<file path="src/rtl/lfsr_rr_arbiter.sv">
// Round-robin access to one XNOR LFSR: one word per grant, registered 1-cycle latency, seed load plus warm-up.
// Requests are level-held until granted, with no other backpressure. LFSR_FREERUN_EN: generator also steps on idle RUN cycles.
module lfsr_rr_arbiter #(
  parameter int                NREQ     = 4,
  parameter int                WIDTH    = 32,
  parameter logic [WIDTH-1:0]  TAP_MASK = WIDTH'('h0001_040C),
  parameter int                WARMUP   = 8,
  localparam int               IDW      = (NREQ > 1) ? $clog2(NREQ) : 1
) (
  input  logic             clk_i,
  input  logic             rst_ni,
  input  logic [NREQ-1:0]  req_i,
  input  logic             seed_load_i,
  input  logic [WIDTH-1:0] seed_data_i,
  output logic [NREQ-1:0]  gnt_o,
  output logic             rd_valid_o,
  output logic [WIDTH-1:0] rd_data_o,
  output logic [IDW-1:0]   rd_id_o,
  output logic             busy_o,
  output logic             seed_err_o
);

  typedef enum logic {WARM, RUN} fsm_e;

  fsm_e             fsm_q;
  logic [WIDTH-1:0] state_q;
  logic [IDW-1:0]   ptr_q;
  logic [7:0]       wcnt_q;
  logic [NREQ-1:0]  gnt_q;
  logic             rd_valid_q;
  logic [WIDTH-1:0] rd_data_q;
  logic [IDW-1:0]   rd_id_q;
  logic             busy_q;
  logic             seed_err_q;

  logic [WIDTH-1:0] state_d;
  logic             pick_vld_d;
  logic [IDW-1:0]   pick_idx_d;
  logic [IDW-1:0]   ptr_d;
  logic [IDW:0]     j;

  assign state_d = {state_q[WIDTH-2:0], ~^(state_q & TAP_MASK)};

  // Walk offsets from the highest down so the nearest requester at or after ptr wins.
  always_comb begin
    pick_vld_d = 1'b0;
    pick_idx_d = '0;
    j          = '0;
    for (int k = NREQ - 1; k >= 0; k--) begin
      j = {1'b0, ptr_q} + (IDW+1)'(k);
      if (j >= (IDW+1)'(NREQ)) j = j - (IDW+1)'(NREQ);
      if (req_i[j[IDW-1:0]]) begin
        pick_vld_d = 1'b1;
        pick_idx_d = j[IDW-1:0];
      end
    end
  end

  assign ptr_d = (pick_idx_d == IDW'(NREQ - 1)) ? '0 : pick_idx_d + IDW'(1);

  always_ff @(posedge clk_i or negedge rst_ni) begin
    if (!rst_ni) begin
      fsm_q      <= WARM;
      state_q    <= '0;
      ptr_q      <= '0;
      wcnt_q     <= '0;
      gnt_q      <= '0;
      rd_valid_q <= 1'b0;
      rd_data_q  <= '0;
      rd_id_q    <= '0;
      busy_q     <= 1'b1;
      seed_err_q <= 1'b0;
    end else if (seed_load_i) begin
      // All-ones would lock the XNOR generator, so it is replaced by zero.
      state_q    <= (&seed_data_i) ? '0 : seed_data_i;
      seed_err_q <= &seed_data_i;
      wcnt_q     <= '0;
      fsm_q      <= WARM;
      busy_q     <= 1'b1;
      gnt_q      <= '0;
      rd_valid_q <= 1'b0;
    end else begin
      seed_err_q <= 1'b0;
      case (fsm_q)
        WARM: begin
          state_q    <= state_d;
          gnt_q      <= '0;
          rd_valid_q <= 1'b0;
          if (wcnt_q == 8'(WARMUP - 1)) begin
            fsm_q  <= RUN;
            busy_q <= 1'b0;
            wcnt_q <= '0;
          end else begin
            wcnt_q <= wcnt_q + 8'd1;
          end
        end
        RUN: begin
          if (pick_vld_d) begin
            gnt_q      <= NREQ'(1) << pick_idx_d;
            rd_valid_q <= 1'b1;
            rd_id_q    <= pick_idx_d;
            rd_data_q  <= state_q;
            state_q    <= state_d;
            ptr_q      <= ptr_d;
          end else begin
            gnt_q      <= '0;
            rd_valid_q <= 1'b0;
`ifdef LFSR_FREERUN_EN
            state_q    <= state_d;
`else
            state_q    <= state_q;
`endif
          end
        end
        default: fsm_q <= WARM;
      endcase
    end
  end

  assign gnt_o      = gnt_q;
  assign rd_valid_o = rd_valid_q;
  assign rd_data_o  = rd_data_q;
  assign rd_id_o    = rd_id_q;
  assign busy_o     = busy_q;
  assign seed_err_o = seed_err_q;

endmodule

</file>
<file path="config.mk">
export PLATFORM = sky130hd
export DESIGN_NAME = lfsr_rr_arbiter
export DESIGN_NICKNAME = d
export VERILOG_FILES = /design/src/rtl/lfsr_rr_arbiter.sv
export SDC_FILE = /design/constraint.sdc
export NUM_CORES = 1
export LEC_CHECK = 0
export CAP_MARGIN = 15
export CORE_MARGIN = 2
export CORE_UTILIZATION = 46
export DETAILED_ROUTE_END_ITERATION = 7
export GPL_ROUTABILITY_DRIVEN = 0
export HOLD_SLACK_MARGIN = 0.02
export PLACE_DENSITY = 0.76
export SETUP_SLACK_MARGIN = 0.3
export SLEW_MARGIN = 20
export SYNTH_ARGS = -nofsm -noshare
export SYNTH_HDL_FRONTEND = slang
export SYNTH_SLANG_ARGS = --single-unit
export TNS_END_PERCENT = 1
</file>
<file path="constraint.sdc">
create_clock -name clk_i -period 1.4 [get_ports clk_i]
set_input_delay 0.28 -clock clk_i [delete_from_list [all_inputs] [get_ports clk_i]]
set_output_delay 0.28 -clock clk_i [all_outputs]
set_load 0.01 [all_outputs]
</file>
# Word level (Yosys, flattened, before mapping)
# Index checks and enable logic that the tools add are counted.
[totals]
regBits = 84
latchBits = 0
ramBits = 0
romBits = 0
elab_cells = 80
n_memories = 0
[op_classes]
add_sub_neg = 9
multipliers = 0
div = 0
magnitude_cmp = 8
n_eq_ne = 4
shift = 1
muxes = 41
bitwise = 2
reduce_logical = 5
[op_table]
columns = ["op", "count"]
rows = [
  ["2-to-1 mux 32 bit", 3],
  ["one-hot mux 32 bit (2 select lines)", 1],
  ["AND reduction 32 bit", 1],
  ["XNOR reduction 32 bit", 1],
  ["2-to-1 mux 8 bit", 3],
  ["2-to-1 mux 2 bit", 9],
  ["2-to-1 mux 1 bit", 17],
  ["less-than comparator 2 x 3 -> 1 bit (second input constant)", 4],
  [">= comparator 3 bit (second input constant)", 3],
  ["adder 8 x 1 -> 8 bit (second input constant)", 1],
  ["binary-select mux 1 bit (select 2 bit)", 4],
  ["equality test 8 x 3 -> 1 bit (second input constant)", 1],
  ["2-to-1 mux 4 bit", 2],
  ["one-hot mux 4 bit (2 select lines)", 1],
  ["subtractor 2 x 1 -> 2 bit (second input constant)", 4],
  ["adder 2 x 2 -> 3 bit (second input constant)", 2],
  ["<< shifter 1 x 2 -> 4 bit (first input constant)", 1],
  ["adder 2 x 1 -> 3 bit (second input constant)", 1],
  [">= comparator 2 x 3 -> 1 bit (second input constant)", 1],
  ["inequality test 3 x 2 -> 1 bit (second input constant)", 1],
  ["AND reduction 3 bit", 1],
  ["adder 2 x 1 -> 2 bit (second input constant)", 1],
  ["equality test 2 bit (second input constant)", 1],
  ["inequality test 2 bit (second input constant)", 1],
  ["4 further kinds", 5],
]

# Depth between registers and ports, before layout
# Gate-level depths: netlist of run 1.
[logic_depth]
depth_word = 13
depth_mapped = 7
mapped_depth_nobuf = 6

# Worst setup path after synthesis of run 1
# OpenSTA, ideal clock, no wires.
[synth_timing]
path_kind = "register -> register"
start = "register fsm_q"
end = "register rd_data_q[10] (netlist: rd_data_o[10])"
setup_ps = 125
arrival_time_ps = 1370
t_required_ps = 1275
slack_ps = -95
stages_incl_launch_ff = 6
path_buffers = 2
path_cell_list = "dfrtp_1 > nand2b_1 > buf_2 > nor2_1 > buf_2 > mux2_2"
[synth_via]
elab_chain_cells = 1
[synth_lines]
columns = ["element", "line", "source"]
rows = [
  ["from (decl)", "25", "fsm_e fsm_q;"],
  ["from (signal assigned)", "63", "fsm_q <= WARM;"],
  ["from (signal assigned)", "78", "fsm_q <= WARM;"],
  ["from (signal assigned)", "90", "fsm_q <= RUN;"],
  ["AND reduction 3 bit (no line)", "-", ""],
  ["to (signal assigned)", "102", "rd_data_q <= state_q;"],
  ["to (decl)", "31", "logic [WIDTH-1:0] rd_data_q;"],
]
# No other way between the ends.
# A chain may end at the register's enable or synchronous reset.

# Final worst setup path of run 1
[layout_timing]
start = "register ptr_q[0]"
end = "register ptr_q[1]"
[layout_via]
elab_chain_cells = 11
[layout_lines]
columns = ["element", "line", "source"]
rows = [
  ["from (decl)", "27", "logic [IDW-1:0] ptr_q;"],
  ["from (signal assigned)", "104", "ptr_q <= ptr_d;"],
  ["adder 2 x 2 -> 3 bit", "50", "j = {1'b0, ptr_q} + (IDW+1)'(k);"],
  [">= comparator 3 bit / subtractor 2 x 1 -> 2 bit (equally long branches)", "51", "if (j >= (IDW+1)'(NREQ)) j = j - (IDW+1)'(NREQ);"],
  ["2-to-1 mux 2 bit", "51", ""],
  ["binary-select mux 1 bit (select 2 bit)", "52", "if (req_i[j[IDW-1:0]]) begin"],
  ["2-to-1 mux 1 bit (not written as such)", "52", ""],
  ["2-to-1 mux 2 bit (3 in a row)", "52", ""],
  ["2-to-1 mux 2 bit (*)", "52", ""],
  ["via pick_idx_d[1]", "38", "logic [IDW-1:0] pick_idx_d;"],
  ["adder 2 x 1 -> 2 bit / equality test 2 bit (equally long branches)", "59", "assign ptr_d = (pick_idx_d == IDW'(NREQ - 1)) ? '0 : pick_idx_d + IDW'(1);"],
  ["2-to-1 mux 2 bit (*)", "59", ""],
]
# The timed path passes the listed nets; every way through them passes the cells marked *. The select of a mux whose other input is x is not followed.

==> results of run 1 <==
-- layer usage --
| layer | up-vias | GRT usage |
|---|---|---|
| li1 | 1356 | - |
| met1 | 1516 | 0.2982 |
| met2 | 104 | 0.3542 |
| met3 | 13 | 0.04575 |
| met4 | 0 | 0.08454 |
| met5 | - | 0 |
-- layout make-up --
type	count	area, µm²	area share
multi-input combinational	174	1675	0.3018
sequential	84	2103	0.3789
timing repair buffer	152	1423	0.2563
clock inverter	7	76.32	0.01375
inverter	6	22.52	0.004057
tap	102	127.6	0.02299
clock buffer	9	123.9	0.02231
-- power breakdown --
part,internal [mW],switching [mW],leakage (nW),total [mW]
registers,2.70,0.207,1.08,2.91
logic,0.754,0.549,1.44,1.30
clock network,0.833,0.915,0.0958,1.75
total,4.29,1.67,2.62,5.96
-- metrics by stage --
stage | area (µm²) | util | setup TNS [ns] | hold slack [ns] | power [mW]
after floorplan | 3732 | - | -2.426 | -0.01559 | 3.402
after global placement | 4974 | 0.6403 | -46.49 | 0.2075 | 4.129
after detailed placement | 4974 | 0.6403 | -48.98 | 0.2082 | 4.170
after CTS | 5333 | 0.6865 | -0.5533 | 0.1228 | 5.855
after global routing | 5552 | 0.7147 | -2.060 | 0.1381 | 6.253
final | 5552 | 0.7147 | -0.3196 | 0.1422 | 5.958
-- cells in the final DEF, fill, tap and decap left out, types with 3 or more instances in the layout --
cell type	netlist	final
sky130_fd_sc_hd__clkbuf_8	0	9
sky130_fd_sc_hd__inv_1	6	4
sky130_fd_sc_hd__dfrtp_1	83	83
sky130_fd_sc_hd__mux2_2	34	17
sky130_fd_sc_hd__buf_4	0	42
sky130_fd_sc_hd__buf_16	0	4
sky130_fd_sc_hd__buf_6	1	30
sky130_fd_sc_hd__xnor2_1	3	3
sky130_fd_sc_hd__dlygate4sd2_1	0	4
sky130_fd_sc_hd__xor2_1	5	5
sky130_fd_sc_hd__a21oi_1	7	3
sky130_fd_sc_hd__a221o_1	32	32
sky130_fd_sc_hd__mux2_4	0	17
sky130_fd_sc_hd__buf_2	13	50
sky130_fd_sc_hd__nand4_1	12	12
sky130_fd_sc_hd__nor3b_1	33	32
sky130_fd_sc_hd__clkdlybuf4s15_1	0	5
sky130_fd_sc_hd__nand2_1	4	3
sky130_fd_sc_hd__buf_12	3	10
sky130_fd_sc_hd__nor2_1	12	11
-- flip-flops by register name (all words and copies together), names as in the netlist --
signal / flops
rd_data_o: 32
state_q: 32
wcnt_q: 8
gnt_o: 4
ptr_q: 2
rd_id_o: 2
busy_o: 1
fsm_q: 1
rd_valid_o: 1
seed_err_o: 1
-- path summary, 6_finish.rpt --
check                                start          end  slack (ns)
hold / removal             seed_data_i[26]  state_q[26]        0.14
min in group asynchronous           rst_ni    wcnt_q[7]        0.37
setup reg to reg                  ptr_q[0]     ptr_q[1]       -0.07
hold reg to reg                     busy_o       busy_o        0.47
max in group asynchronous           rst_ni  state_q[22]        0.53
setup / recovery                  ptr_q[0]     ptr_q[1]       -0.07
-- cell families (layout without fill, tap and decap cells) --
group / count (synthesis) / count (layout)
DFF: 84 / 84
muxes: 35 / 35
buffers and inverters: 25 / 174
and+or+nand+nor: 81 / 81
adders and majority gates: 5 / 5
xor gates and xnor gates: 8 / 8
AOI/OAI and AO/OA: 45 / 45
-- repair_timing --
action / in CTS / in global routing
endpoints found under the hold margin: 20 / 0
setup endpoints to repair: 125 / 124
setup buffers: 10 / 3
cloned: 6 / 3
gates resized for setup: 333 / 38
pin swaps: 43 / 27
hold buffers: 1 / 0
-- worst max-delay path, delay by kind of cell (launching register included) --
kind	cells	cell delay [ns]
AND/OR/NAND/NOR	2	0.43
buffers and inverters	1	0.14
flip-flops	1	0.40
AO/OA/AOI/OAI	2	0.11
adder cells (fa/ha/maj)	1	0.28
==> flow_summary.html, run 1 <==
<table>
<tr><th>Metric</th><th>Value</th></tr>
<tr><th colspan="2">Yosys</th></tr>
<tr><td>Portion of netlist area occupied by mux cells</td><td>0.1057</td></tr>
<tr><td>Main synth FF type</td><td>sky130_fd_sc_hd__dfrtp_1</td></tr>
<tr><td>Total of warnings raised by yosys</td><td>0</td></tr>
<tr><td>Cell area after technology mapping</td><td>3717 µm²</td></tr>
<tr><td>Synthesized-area fraction occupied by ao, oa, aoi and oai cells</td><td>0.1064</td></tr>
<tr><td>Most frequent cell after synthesis</td><td>sky130_fd_sc_hd__dfrtp_1</td></tr>
<tr><td>Synthesized-area fraction occupied by and/or/nand/nor cells</td><td>0.1417</td></tr>
<tr><td>Most frequent cells after synthesis</td><td>83 x sky130_fd_sc_hd__dfrtp_1, 34 x sky130_fd_sc_hd__mux2_2, 33 x sky130_fd_sc_hd__nor3b_1</td></tr>
<tr><td>Synth unique cells</td><td>34</td></tr>
<tr><td>Share of the synthesized area in the top cell type</td><td>0.5587</td></tr>
<tr><td>Post-synthesis instance total</td><td>283</td></tr>
<tr><td>Xor/xnor share of the synthesized area</td><td>0.01885</td></tr>
<tr><td>Mean area per synthesized cell</td><td>roughly 13 µm²</td></tr>
<tr><td>Synth top area cells</td><td>sky130_fd_sc_hd__dfrtp_1 56%, sky130_fd_sc_hd__mux2_2 10%, sky130_fd_sc_hd__a221o_1 8.6%, sky130_fd_sc_hd__nor3b_1 6.7%, sky130_fd_sc_hd__nand4_1 2.0%</td></tr>
<tr><td>Post-synth EDFFs</td><td>0</td></tr>
<tr><td>Number of register bits inferred by synthesis</td><td>84</td></tr>
<tr><td>Combinational family with the most area after synthesis</td><td>simple AND/OR/NAND/NOR gates</td></tr>
<tr><td>Syn_nets</td><td>approximately 330</td></tr>
<tr><td>Adder and majority cell fraction of the synthesized area</td><td>0.01683</td></tr>
<tr><td>Share of flip-flops with an asynchronous set or reset</td><td>1.000</td></tr>
<tr><td>Sequential fraction of the synthesis area</td><td>0.5658</td></tr>
<tr><td>Cell type with the highest aggregate area in the netlist</td><td>sky130_fd_sc_hd__dfrtp_1</td></tr>
<tr><th colspan="2">Power</th></tr>
<tr><td>Cell Pwr Density</td><td>1073 nW/µm²</td></tr>
<tr><td>Static leakage</td><td>2.623 nW</td></tr>
<tr><td>Max rail drop VDD</td><td>0.5997 mV</td></tr>
<tr><th colspan="2">Die</th></tr>
<tr><td>Starting utilization of the core area</td><td>0.4786</td></tr>
<tr><td>Die boundary height</td><td>between 90 and 100 µm</td></tr>
<tr><td>Die area</td><td>8816 µm²</td></tr>
<tr><td>Core Rows</td><td>32</td></tr>
<tr><td>Die width</td><td>roughly 94 µm</td></tr>
<tr><td>Number of I/O pins</td><td>80</td></tr>
<tr><td>Standard cell core area</td><td>around 7800 µm²</td></tr>
<tr><th colspan="2">Clocking</th></tr>
<tr><td>Sink Count</td><td>84</td></tr>
<tr><td>Clock latency on the worst-skew pair</td><td>0.36 ns</td></tr>
<tr><td>CTS Buf Count</td><td>9</td></tr>
<tr><td>Number of H-tree levels</td><td>3</td></tr>
<tr><td>Buffer levels on the longest clock path</td><td>2</td></tr>
<tr><td>Clock tree from TritonCTS</td><td>yes</td></tr>
<tr><td>Clock-pin transition on the worst setup and hold timing paths</td><td>0.09 ns</td></tr>
<tr><td>Root Driver</td><td>sky130_fd_sc_hd__clkbuf_8</td></tr>
<tr><th colspan="2">Status</th></tr>
<tr><td>Outcome</td><td>finished, violations left</td></tr>
<tr><td>Violated checks</td><td>negative setup slack</td></tr>
<tr><th colspan="2">Worst setup path</th></tr>
<tr><td>R2r worst-path depth</td><td>6</td></tr>
<tr><td>Delay of the slowest cell on the worst path</td><td>~0.40 ns</td></tr>
<tr><td>Crit Path Category</td><td>flop to flop</td></tr>
<tr><td>Worst endpoint data arrival time</td><td>1.72 ns</td></tr>
<tr><td>Required time of the critical path</td><td>about 1.7 ns</td></tr>
<tr><td>Slowest cell on the critical path</td><td>sky130_fd_sc_hd__dfrtp_1</td></tr>
<tr><td>Setup crit end kind</td><td>flop</td></tr>
<tr><td>Critical Path Fanout Max</td><td>3</td></tr>
<tr><td>Crit start category</td><td>flop</td></tr>
<tr><td>Cell breakdown of the critical path</td><td>nand2b_4 &gt; a21oi_2 &gt; nor3_2 &gt; inv_1 &gt; ha_4 &gt; a21oi_1</td></tr>
<tr><th colspan="2">Worst hold path</th></tr>
<tr><td>Cells on Worst Hold Path</td><td>2</td></tr>
<tr><td>Worst min-delay path class</td><td>input port to flop</td></tr>
<tr><th colspan="2">Placement</th></tr>
<tr><td>PortBufs</td><td>79</td></tr>
<tr><td>Worst setup timing slack at the placement stage</td><td>-0.7929 ns</td></tr>
<tr><td>Number of placed cells counting well taps</td><td>495</td></tr>
<tr><td>HPWL reported at the end of detailed placement</td><td>5.906 mm</td></tr>
<tr><th colspan="2">Global route</th></tr>
<tr><td>First-pass GRT wire length</td><td>15.10 mm</td></tr>
<tr><td>Congestion Overflow GR</td><td>0</td></tr>
<tr><td>Largest net degree at the start of global routing</td><td>38</td></tr>
<tr><td>Antenna violations before repair</td><td>0</td></tr>
<tr><td>Via count of the first global-routing pass</td><td>3020</td></tr>
<tr><td>Total routing usage reported by global routing</td><td>0.2216</td></tr>
<tr><th colspan="2">Routing</th></tr>
<tr><td>Via-to-Cell Ratio</td><td>5.597</td></tr>
<tr><td>Detailed Route Iter0 Violations</td><td>139</td></tr>
<tr><td>Vias after detailed routing</td><td>2989</td></tr>
<tr><td>Total DRC errors in the routed layout</td><td>0</td></tr>
<tr><td>Met1 routed wirelength after detailed routing</td><td>4.238 mm</td></tr>
<tr><td>Final WL</td><td>9.983 mm</td></tr>
<tr><td>Routed wirelength normalized by instance count</td><td>18.69 µm</td></tr>
<tr><td>Met3 WL</td><td>482 µm</td></tr>
<tr><td>Remaining antenna violation count</td><td>0</td></tr>
<tr><td>Total met2 wirelength after detailed routing</td><td>5.109 mm</td></tr>
<tr><td>Top routing layer used</td><td>met4</td></tr>
<tr><td>First drt pass iteration count</td><td>4</td></tr>
<tr><th colspan="2">STA</th></tr>
<tr><td>Slew at the pin with the worst max-slew slack</td><td>between 0.3 and 0.4 ns</td></tr>
<tr><td>Unrepaired setup endpoints after global routing</td><td>yes</td></tr>
<tr><td>Final hold vios</td><td>0</td></tr>
<tr><td>Clock Skew</td><td>roughly 0.0085 ns</td></tr>
<tr><td>Share of the clock period used by the worst path</td><td>1.048</td></tr>
<tr><td>Final setup violating endpoints</td><td>13</td></tr>
<tr><td>Final critical-path required period</td><td>1.467 ns</td></tr>
<tr><td>Worst max-slew margin expressed relative to the limit</td><td>0.7675</td></tr>
<tr><td>Setup slack of the critical path after layout</td><td>-0.06699 ns</td></tr>
<tr><td>Max-slew violations</td><td>0</td></tr>
<tr><td>Peak Freq</td><td>about 0.7 GHz</td></tr>
<tr><th colspan="2">Finish</th></tr>
<tr><td>Final non-filler cell total</td><td>534</td></tr>
<tr><td>N_diodes</td><td>0</td></tr>
<tr><td>Net count reported at finish</td><td>471</td></tr>
<tr><td>Fill cell count</td><td>526</td></tr>
<tr><td>Area overhead of the layout relative to synthesis</td><td>49.34%</td></tr>
<tr><td>Fraction of final layout cells with drive strength greater than 1</td><td>0.5116</td></tr>
<tr><th colspan="2">Flow run</th></tr>
<tr><td>Number of max-cap violations</td><td>0</td></tr>
</table>
(Power assumes the default switching activity.)
==> run 2: changes to the inputs <==
--- a/config.mk
+++ b/config.mk
@@ -5,7 +5,6 @@
 export SDC_FILE = /design/constraint.sdc
 export NUM_CORES = 1
 export LEC_CHECK = 0
-export CAP_MARGIN = 15
 export CORE_MARGIN = 2
 export CORE_UTILIZATION = 46
 export DETAILED_ROUTE_END_ITERATION = 7
==> results of run 2 <==
Same layout as run 1: the final DEF is identical, and so are final timing and power.
